<file path="src/rtl/div_seq.sv">
// rtl/div_seq.sv - sequential restoring divider, one quotient bit per clock, MSB first
// Shares the start/fin handshake of the shift-add multiplier.
module div_seq #(
  parameter int W_N = 16,
  parameter int W_D = 8
) (
  input  logic           ck,
  input  logic           rst,
  input  logic [W_N-1:0] N,
  input  logic [W_D-1:0] D,
  input  logic           start,
  output logic [W_N-1:0] Q,
  output logic [W_D-1:0] R,
  output logic           fin,
  output logic           busy,
  output logic           dz
);

  localparam int CW = $clog2(W_N + 1);

  typedef enum logic [1:0] {
    S_IDLE,
    S_RUN,
    S_DONE
  } state_t;

  state_t         state_q, state_d;
  logic [W_D-1:0] d_q, d_d;
  // Partial remainder kept at W_D bits: after every step it is below d,
  // so the trial value's carry bit only lives in t below.
  logic [W_D-1:0] p_q, p_d;
  logic [W_N-1:0] q_q, q_d;
  logic [CW-1:0]  cnt_q, cnt_d;
  logic           fin_q, fin_d;
  logic           busy_q, busy_d;
  logic           dz_q, dz_d;

  logic [W_D:0]   t;
  logic           ge;

  always_comb begin
    state_d = state_q;
    d_d     = d_q;
    p_d     = p_q;
    q_d     = q_q;
    cnt_d   = cnt_q;
    fin_d   = fin_q;
    busy_d  = busy_q;
    dz_d    = dz_q;

    t  = {p_q, q_q[W_N-1]};
    ge = (t >= {1'b0, d_q});

    if (start) begin
      d_d   = D;
      cnt_d = '0;
      if (D != '0) begin
        q_d     = N;
        p_d     = '0;
        fin_d   = 1'b0;
        dz_d    = 1'b0;
        busy_d  = 1'b1;
        state_d = S_RUN;
      end else begin
        // Divide by zero resolves on the load edge with a saturated quotient.
        q_d     = '1;
        p_d     = N[W_D-1:0];
        fin_d   = 1'b1;
        dz_d    = 1'b1;
        busy_d  = 1'b0;
        state_d = S_DONE;
      end
    end else begin
      case (state_q)
        S_RUN: begin
          p_d   = ge ? W_D'(t - {1'b0, d_q}) : t[W_D-1:0];
          q_d   = {q_q[W_N-2:0], ge};
          cnt_d = cnt_q + 1'b1;
          if (cnt_q == CW'(W_N - 1)) begin
            busy_d  = 1'b0;
            fin_d   = 1'b1;
            state_d = S_DONE;
          end
        end
        S_DONE:  state_d = S_DONE;
        default: state_d = S_IDLE;
      endcase
    end
  end

  always_ff @(posedge ck) begin
    if (rst) begin
      state_q <= S_IDLE;
      d_q     <= '0;
      p_q     <= '0;
      q_q     <= '0;
      cnt_q   <= '0;
      fin_q   <= 1'b0;
      busy_q  <= 1'b0;
      dz_q    <= 1'b0;
    end else begin
      state_q <= state_d;
      d_q     <= d_d;
      p_q     <= p_d;
      q_q     <= q_d;
      cnt_q   <= cnt_d;
      fin_q   <= fin_d;
      busy_q  <= busy_d;
      dz_q    <= dz_d;
    end
  end

  assign Q    = q_q;
  assign R    = p_q;
  assign fin  = fin_q;
  assign busy = busy_q;
  assign dz   = dz_q;

endmodule
</file>
<file path="config.mk">
export PLATFORM = sky130hd
export DESIGN_NAME = div_seq
export DESIGN_NICKNAME = d
export VERILOG_FILES = /design/src/rtl/div_seq.sv
export SDC_FILE = /design/constraint.sdc
export NUM_CORES = 1
export LEC_CHECK = 0
export BUFFER_PORTS_ARGS = -buffer_cell sky130_fd_sc_hd__buf_2
export CAP_MARGIN = 20
export CORE_MARGIN = 3
export CORE_UTILIZATION = 53
export CTS_CLUSTER_DIAMETER = 80
export DETAILED_ROUTE_END_ITERATION = 10
export PLACE_DENSITY = 0.84
export SETUP_SLACK_MARGIN = 0.5
export SLEW_MARGIN = 20
export SYNTH_ARGS = -nofsm -noshare
export SYNTH_HDL_FRONTEND = slang
export SYNTH_SLANG_ARGS = --single-unit
</file>
<file path="constraint.sdc">
create_clock -name ck -period 2 [get_ports ck]
set_input_delay 0.1 -clock ck [delete_from_list [all_inputs] [get_ports ck]]
set_output_delay 0.1 -clock ck [all_outputs]
set_load 0.01 [all_outputs]
</file>
---- After elaboration in Yosys (flattened, before gate mapping) ----
Index checks and enable logic that the tools add are counted.
Widths: inputs -> output; s select.
cells by class
  mux-type cells .......................... 19
  eq/ne operators ......................... 4
  reduce and logical (&&, ||, !) cells .... 5
  order comparisons ....................... 1
  $add $sub $neg .......................... 2
operator list
  operator             count
  $mux 16              3
  $mux 8               4
  $ge 9x8->1           1
  $mux 1               8
  $reduce_bool 8->1    1
  $sub 8x8->8          1
  $mux 2               3
  $add 5x1->5 const B  1
  $eq 5x4->1 const B   1
  $pmux 2 s2           1
  $reduce_bool 2->1    2
  $ne 3x3->1 const B   1
  $eq 2x1->1 const B   1
  $eq 2x2->1 const B   1
  $reduce_and 2->1     1
  $reduce_or 2->1      1
storage, ports and cells
  register bits after elaboration ......... 42
  logic and storage cells ................. 39
  output and inout port bits .............. 27

---- Longest topological paths before layout ----
Gate-level depths: netlist (run 1).
  word-level depth ........................ 4
  mapped depth ............................ 8

---- Worst setup path before layout (run 1) ----
OpenSTA, ideal clock, no wires.
  kind .................................... reg2reg
  start point ............................. register q_q[15], in the netlist Q[15]
  end point ............................... register p_q[4], in the netlist R[4]
  library setup time ...................... 101 ps
  arrival time ............................ 1798 ps
  cell stages (with the launch flop) ...... 9
  period minus slack after synthesis ...... 1899 ps
  path slack .............................. 101 ps
  cells stage by stage .................... dfxtp_1 > inv_1 > ha_1 > fa_1 > nand2b_1 > a21oi_1 > xor2_1 > mux2i_1 > o41ai_1
on the way
  longest elaborated chain between the ends .. 4
  elaborated cells on any way between the ends .. 5
  those cells by class .................... add/sub: 1; order compare: 1; mux: 3
ends and longest elaborated chain
  item                                       RTL line  RTL
  from (decl)                                32        logic [W_N-1:0] q_q, q_d;
  from (signal assigned)                     105       q_q <= q_d;
  $sub 8x8->8 or $ge 9x8->1 (tied branches)  76, 52
  $mux 8 (*)                                 76        p_d = ge ? W_D'(t - {1'b0, d_q}) : t[W_D-1:0];
  $mux 8 (*)                                 74        case (state_q)
  $mux 8 (*)                                 54        if (start) begin
  to (signal assigned)                       104       p_q <= p_d;
  to (decl)                                  31        logic [W_D-1:0] p_q, p_d;
Every way passes the cells marked *; elsewhere a longest branch is shown, timed or not. The select of a mux whose other input is x is not followed.
A chain may end at the register's enable or synchronous reset.

---- Final worst setup path (run 1) ----
  start point ............................. register p_q[5], in the netlist R[5]
  end point ............................... register p_q[3], in the netlist R[3]
on the way
  longest elaborated chain between the ends .. 4
ends and longest elaborated chain
  item        RTL line  RTL
  $ge 9x8->1  52        ge = (t >= {1'b0, d_q});
  $mux 8      76
  $mux 8      74
  $mux 8      54
Every way passes these cells. The select of a mux whose other input is x is not followed.

==> results of run 1 <==
-- through the flow --
stage / hold WS [ns] / cell area [µm²] / cells / worst slack [ns] / utilization (%)
after CTS: 0.0619 / 3030 / 387 / 0.228 / 74.0
after floorplan: 0.247 / 2380 / 268 / 0.286 / -
final: 0.0659 / 3180 / 390 / 0.141 / 77.9
after detailed placement: 0.374 / 2700 / 364 / 0.0753 / 66.1
after global routing: 0.0717 / 3180 / 390 / 0.0673 / 77.9
after global placement: 0.357 / 2700 / 364 / 0.149 / 66.1
-- sequential cells by signal (all words and copies together), names as in the netlist --
name     cells
fin          1
dz           1
busy         1
state_q      2
cnt_q        5
d_q          8
Q           16
R            8
-- repair_timing --
action,CTS,global route
pin swaps,11,7
gates resized for setup,29,28
endpoints found under the setup margin,15,28
buffers inserted,15,3
-- cell families (layout without fill, tap and decap cells) --
| group | after synthesis | after routing | synth area share, % |
|---|---|---|---|
| AO/OA/AOI/OAI | 63 | 63 | 20.9 |
| buffers and inverters | 34 | 106 | 6.70 |
| multiplexers | 10 | 10 | 4.39 |
| adder cells (fa/ha/maj) | 12 | 12 | 6.92 |
| flip-flops | 42 | 42 | 36.9 |
| XOR/XNOR | 9 | 9 | 3.46 |
| AND/OR/NAND/NOR | 98 | 98 | 20.7 |
-- layout make-up --
cell class / count / share of cell area (%)
well taps: 50 / 1.97
inverters: 15 / 1.77
repair buffers: 83 / 15.8
flip-flops and latches: 42 / 26.9
multi-input cells: 192 / 50.7
clock buffers: 7 / 2.71
clock inverters: 1 / 0.157
-- per-layer routing --
layer	up-vias	global-route usage (%)	wire, µm
met2	205	46.1	3880
met4	0	14.6	382
met1	1216	38.3	3210
li1	1102	-	-
met3	45	7.99	843
met5	-	0	0
-- worst paths after layout --
kind	start	end	slack [ns]	cells past startpoint
setup reg to reg	R[5]$_SDFFE_PP0P_	R[3]$_SDFFE_PP0P_	0.14	7
setup / recovery	R[5]$_SDFFE_PP0P_	R[3]$_SDFFE_PP0P_	0.14	7
hold reg to reg	dz$_SDFFE_PP0P_	dz$_SDFFE_PP0P_	0.47	2
hold / removal	N[13]	Q[13]$_SDFFE_PP0P_	0.07	3
-- placed cells by master, fill, tap and decap left out, types with 2 or more instances in the layout --
| master | instances |
|---|---|
| o41ai_2 | 2 |
| nor2_2 | 3 |
| dfxtp_1 | 31 |
| ha_4 | 9 |
| a21o_1 | 3 |
| nor2_1 | 32 |
| a21oi_1 | 13 |
| nand2_1 | 15 |
| nor4_2 | 3 |
| buf_2 | 54 |
| inv_2 | 3 |
| a21oi_4 | 3 |
| a211o_1 | 2 |
| nand2_2 | 2 |
| nor3_1 | 12 |
| dfxtp_2 | 10 |
| mux2i_1 | 10 |
| nand2b_1 | 3 |
| and2_1 | 5 |
| clkbuf_8 | 6 |
| a31oi_1 | 4 |
| buf_4 | 25 |
| buf_6 | 4 |
| xnor2_1 | 3 |
| xor2_1 | 6 |
| a211oi_1 | 12 |
| ha_2 | 2 |
| inv_1 | 12 |
| o221ai_1 | 8 |
| o311a_1 | 3 |
| nand2b_4 | 3 |
| nand3_1 | 5 |
-- power groups by stage --
stage	sequential (µW)	clock [µW]	combinational, µW
after floorplan	967	0	381
after global placement	954	0	546
after detailed placement	956	0	561
after CTS	936	576	677
after global routing	948	605	847
final	945	585	803
-- tightest hold or removal path, cell delays in order --
cell    delay, ns
buf_2        0.07
nor2_1       0.03
nor3_1       0.11
==> run_results.csv, run 1 <==
group,metric,value,unit
floorplan,die_width,71.6,µm
route,wl,8310,µm
synthesis,synth_cell_type_count,44,
pwr,power,2330,µW
pwr,powerDensity,733,mW/mm²
sta,finalHoldViolations,0,
pwr,vdd_drop_max,0.000472,V
global_routing,grt_pass1_vias,2394,
hold_path,hp-class,"primary input to flop",
critical_path,endpoint_kind,"flop",
critical_path,critPathBufInv,2,
floorplan,core_area,0.00409,mm²
place,dpl.hpwl,4570,µm
synthesis,syn-num-nets,307,
clock_tree,clk_pin_slew,0.09,ns
clock_tree,cts_buffers,5,
route,remaining_drc_errors,0,
cells_and_area,multi_input_area,0.00161,mm²
cells_and_area,synthToLayoutAreaGrowth,39.7,%
synthesis,yosysMostFrequentCell,"dfxtp_1",
clock_tree,clock_path_buffers,2,
synthesis,synthTopCellsByCount,"42 x dfxtp_1, 36 x nor2_1, 17 x a21oi_1, 16 x nand2_1, 15 x inv_1",
sta,timing.final.crit_share,92.9,%
route,initialDrtViolationCount,391,
critical_path,cp-start-kind,"flop",
pwr,p_leak,0.00134,µW
clock_tree,cts_sinks,42,
clock_tree,clk_latency,0.31,ns
synthesis,yosysSeqAreaShare,36.9,%
place,gp_congestion,0.879,
cells_and_area,drive_gt1_share,44.4,%
floorplan,row_count,23,
place,portBuffers,53,
synthesis,syn_avg_cell_area,8.50,µm²
floorplan,ios,54,
pwr,sw_frac_of_total,34.3,%
clock_tree,cts_tree,"yes",
sta,rsz0062_at_grt,"true",
pwr,seqPwrFrac,40.5,%
route,final_antenna_net_count,0,
route,num_vias,2568,
pwr,internal_power,1530,µW
floorplan,die_h,71.6,µm
global_routing,antenna_found_initial,0,
route,firstDrtPassIters,5,
synthesis,async_reset_ff_share,0,%
critical_path,arrival,2.05,ns
cells_and_area,regArea,857,µm²
sta,fmax,538,MHz
critical_path,crit_required,2.19,ns
global_routing,grt_max_degree,44,
sta,drv_slew,0,
critical_path,crit_path_frequent_cell,"buf_6",
critical_path,max_stage_delay,0.40,ns
sta,worstMarginPinSlew,0.843,ns
global_routing,grt_overflow,0,
floorplan,dieArea,0.00512,mm²
clock_tree,cts_root_buffer,"clkbuf_8",
global_routing,grt_first_pass_wirelength,11900,µm
synthesis,netlist_instances,268,
synthesis,synth_top_cell_by_area,"dfxtp_1",
route,wl_per_cell,21.3,µm
synthesis,synth_edf_count,0,
run_status,status,"completed",
cells_and_area,nNetsFinal,378,
synthesis,yosys_warnings,0,
synthesis,netlist_area,0.00228,mm²
sta,setup_viol,0,
route,vias_per_cell,6.58,
critical_path,crit_family,"compound AO/OA/AOI/OAI gates",
synthesis,synth-seq-cells,42,
clock_tree,cts_hold_buf,0,
pwr,switching_power,800,µW
critical_path,cpMaxStageDelayCell,"dfxtp_2",
floorplan,initial_core_util,55.8,%
critical_path,crit_type,"flop to flop",
sta,relSlewSlack,43.8,%
sta,min_period,1.86,ns
job,cap_violations,0,
synthesis,synthFlopType,"dfxtp_1",
cells_and_area,fillCellCount,257,
synthesis,netlist.area_leader.share,36.9,%
cells_and_area,diodes,0,
global_routing,grt_usage,29.8,%
sta,skew,0.0127,ns
pwr,clock_power_share,25.1,%
pwr,pwr-share-comb,34.4,%
critical_path,crit_path_max_fanout,6,
clock_tree,h-tree-depth,2,
critical_path,path_cells,"ha_4 > a21oi_2 > o221a_4 > o31ai_4 > buf_6 > buf_6 > o311a_1",
synthesis,synth_top_cells_by_area,"dfxtp_1 37%, ha_1 6.0%, nor2_1 5.9%",
sta,fin_tns_setup,0,ns
(Power assumes the default switching activity.)
==> run 2, diff against run 1 <==
--- a/config.mk
+++ b/config.mk
@@ -11,7 +11,7 @@
 export CORE_UTILIZATION = 53
 export CTS_CLUSTER_DIAMETER = 80
 export DETAILED_ROUTE_END_ITERATION = 10
-export PLACE_DENSITY = 0.84
+export PLACE_DENSITY = 0.85
 export SETUP_SLACK_MARGIN = 0.5
 export SLEW_MARGIN = 20
 export SYNTH_ARGS = -nofsm -noshare
==> run 2 against run 1 <==
Count of clock-buffer cells in the layout decreased by 1. Global-route usage decreased by 3.4 points. Flip-flop and latch count unchanged. Die area unchanged. First-iteration DRC count decreased by 28%. Setup slack got worse by 0.10 ns. Critical path depth increased by 1.
==> run_results.csv, run 2 (synthesis gave the netlist of run 1 again) <==
group,metric,value,unit
critical_path,critPathBufInv,1,
hold_path,hp-class,"primary input to flop",
floorplan,die_h,71.6,µm
sta,relSlewSlack,43.8,%
cells_and_area,drive_gt1_share,39.9,%
critical_path,max_stage_delay,0.35,ns
route,remaining_drc_errors,0,
critical_path,crit_required,2.18,ns
global_routing,grt_pass1_vias,2172,
pwr,powerDensity,739,mW/mm²
critical_path,cp-start-kind,"flop",
route,wl,6940,µm
clock_tree,cts_buffers,5,
cells_and_area,layout_common_cells,"53 x buf_2, 35 x nor2_1, 33 x dfxtp_1",
hold_path,hp-start,"N[10]",
floorplan,core_area,0.00409,mm²
sta,fin_tns_setup,0,ns
sta,timing.final.crit_share,98.1,%
critical_path,arrival,2.15,ns
critical_path,worst-r2r-cell-count,8,
clock_tree,clock_path_buffers,2,
cells_and_area,mostFrequentLayoutCell,"buf_2",
pwr,p_leak,0.00129,µW
global_routing,grt_max_degree,44,
cells_and_area,instances_no_fill,383,
clock_tree,clk_pin_slew,0.09,ns
critical_path,path_cells,"inv_2 > ha_4 > fa_2 > nand2b_4 > a21oi_4 > xor2_1 > mux2i_2 > o41ai_2",
floorplan,row_count,23,
route,initialDrtViolationCount,281,
clock_tree,cts_sinks,42,
critical_path,regToRegStartpoint,"Q[15]$_SDFFE_PP0P_",
clock_tree,clk_latency,0.31,ns
sta,finalHoldViolations,0,
cells_and_area,final_area,0.00309,mm²
route,firstDrtPassIters,5,
sta,rsz0062_at_grt,"true",
critical_path,cpMaxStageDelayCell,"fa_2",
cells_and_area,largest_reg_flops,16,
hold_path,holdPathEnd,"Q[10]$_SDFFE_PP0P_",
sta,setup_viol,0,
global_routing,grt_usage,26.4,%
route,vias_per_cell,6.05,
sta,drv_slew,0,
critical_path,r2r_slack,0.04,ns
place,placed_cell_area,0.00270,mm²
critical_path,r2r_end,"R[4]$_SDFFE_PP0P_",
clock_tree,cts_root_buffer,"clkbuf_8",
run_status,status,"completed",
job,cap_violations,0,
sta,skew,0.0150,ns
place,dpl.hpwl,4310,µm
floorplan,ios,54,
place,portBuffers,53,
sta,worstMarginPinSlew,0.843,ns
floorplan,initial_core_util,55.8,%
clock_tree,cts_tree,"yes",
cells_and_area,synthToLayoutAreaGrowth,35.5,%
floorplan,die_width,71.6,µm
global_routing,grt_overflow,0,
critical_path,crit_family,"adder cells",
clock_tree,h-tree-depth,2,
sta,whs,0.0538,ns
route,final_antenna_net_count,0,
hold_path,whs_path_depth,3,
critical_path,crit_type,"flop to flop",
sta,fmax,509,MHz
critical_path,crit_path_max_fanout,3,
cells_and_area,nNetsFinal,371,
floorplan,dieArea,0.00512,mm²
global_routing,grt_first_pass_wirelength,10700,µm
pwr,vdd_drop_max,0.000401,V
route,num_vias,2318,
route,wl_per_cell,18.1,µm
place,gp_congestion,0.895,
sta,min_period,1.96,ns
global_routing,antenna_found_initial,0,
place,dp.cells,364,
critical_path,endpoint_kind,"flop",
cells_and_area,diodes,0,
run 2: worst reg2reg max path, stage by stage (launching register included):
cell,delay (ns)
dfxtp_2,0.34
inv_2,0.05
ha_4,0.17
fa_2,0.35
nand2b_4,0.16
a21oi_4,0.15
xor2_1,0.21
mux2i_2,0.12
o41ai_2,0.31
run 2: what timing repair did:
action,CTS,global route
pin swaps,11,8
hold buffers,0,0
gates resized for setup,19,23
buffers inserted,9,2
endpoints found under the setup margin,11,21
run 2: how the worst max path moves through the flow:
stage / startpoint / to / depth (start not counted)
floorplan: Q[15]$_SDFFE_PP0P_ / R[4]$_SDFFE_PP0P_ / 8
global route: Q[15]$_SDFFE_PP0P_ / R[4]$_SDFFE_PP0P_ / 8
global placement: Q[15]$_SDFFE_PP0P_ / R[3]$_SDFFE_PP0P_ / 8
finish: Q[15]$_SDFFE_PP0P_ / R[4]$_SDFFE_PP0P_ / 8
detailed placement: d_q[5]$_SDFFE_PP0P_ / R[3]$_SDFFE_PP0P_ / 7
CTS: R[1]$_SDFFE_PP0P_ / R[0]$_SDFFE_PP0P_ / 7
run 2: report_power, final:
group | internal (µW) | leakage [µW] | switching [µW] | total, µW
Combinational | 359 | 0.000890 | 397 | 756
Sequential | 890 | 0.000350 | 47.9 | 938
Clock | 278 | 0.0000472 | 310 | 588
run 2: layout make-up:
| class | instances | area, µm² |
|---|---|---|
| Multi-Input combinational cell | 192 | 1560 |
| Tap cell | 50 | 62.6 |
| Sequential cell | 42 | 857 |
| Fill cell | 272 | 998 |
| Clock buffer | 6 | 82.6 |
| Timing Repair Buffer | 76 | 453 |
| Clock inverter | 2 | 12.5 |
| Inverter | 15 | 56.3 |
run 2: stage by stage:
| stage | util [%] | worst slack [ns] | total power, µW |
|---|---|---|---|
| after detailed placement | 66.1 | 0.111 | 1510 |
| after global routing | 75.6 | 0.00920 | 2380 |
| after CTS | 72.2 | 0.179 | 2160 |
| after floorplan | - | 0.286 | 1350 |
| after global placement | 66.1 | 0.168 | 1500 |
| final | 75.6 | 0.0371 | 2280 |
run 2: routing by layer:
| metal | GRT usage [%] | vias up | share of wire (%) | wire length [µm] |
|---|---|---|---|---|
| met5 | 0 | - | 0 | 0 |
| met1 | 36.0 | 1109 | 44 | 3020 |
| met2 | 41.5 | 110 | 47 | 3280 |
| met4 | 9.19 | 0 | 2.3 | 157 |
| met3 | 5.47 | 15 | 7.0 | 487 |
| li1 | - | 1084 | - | - |
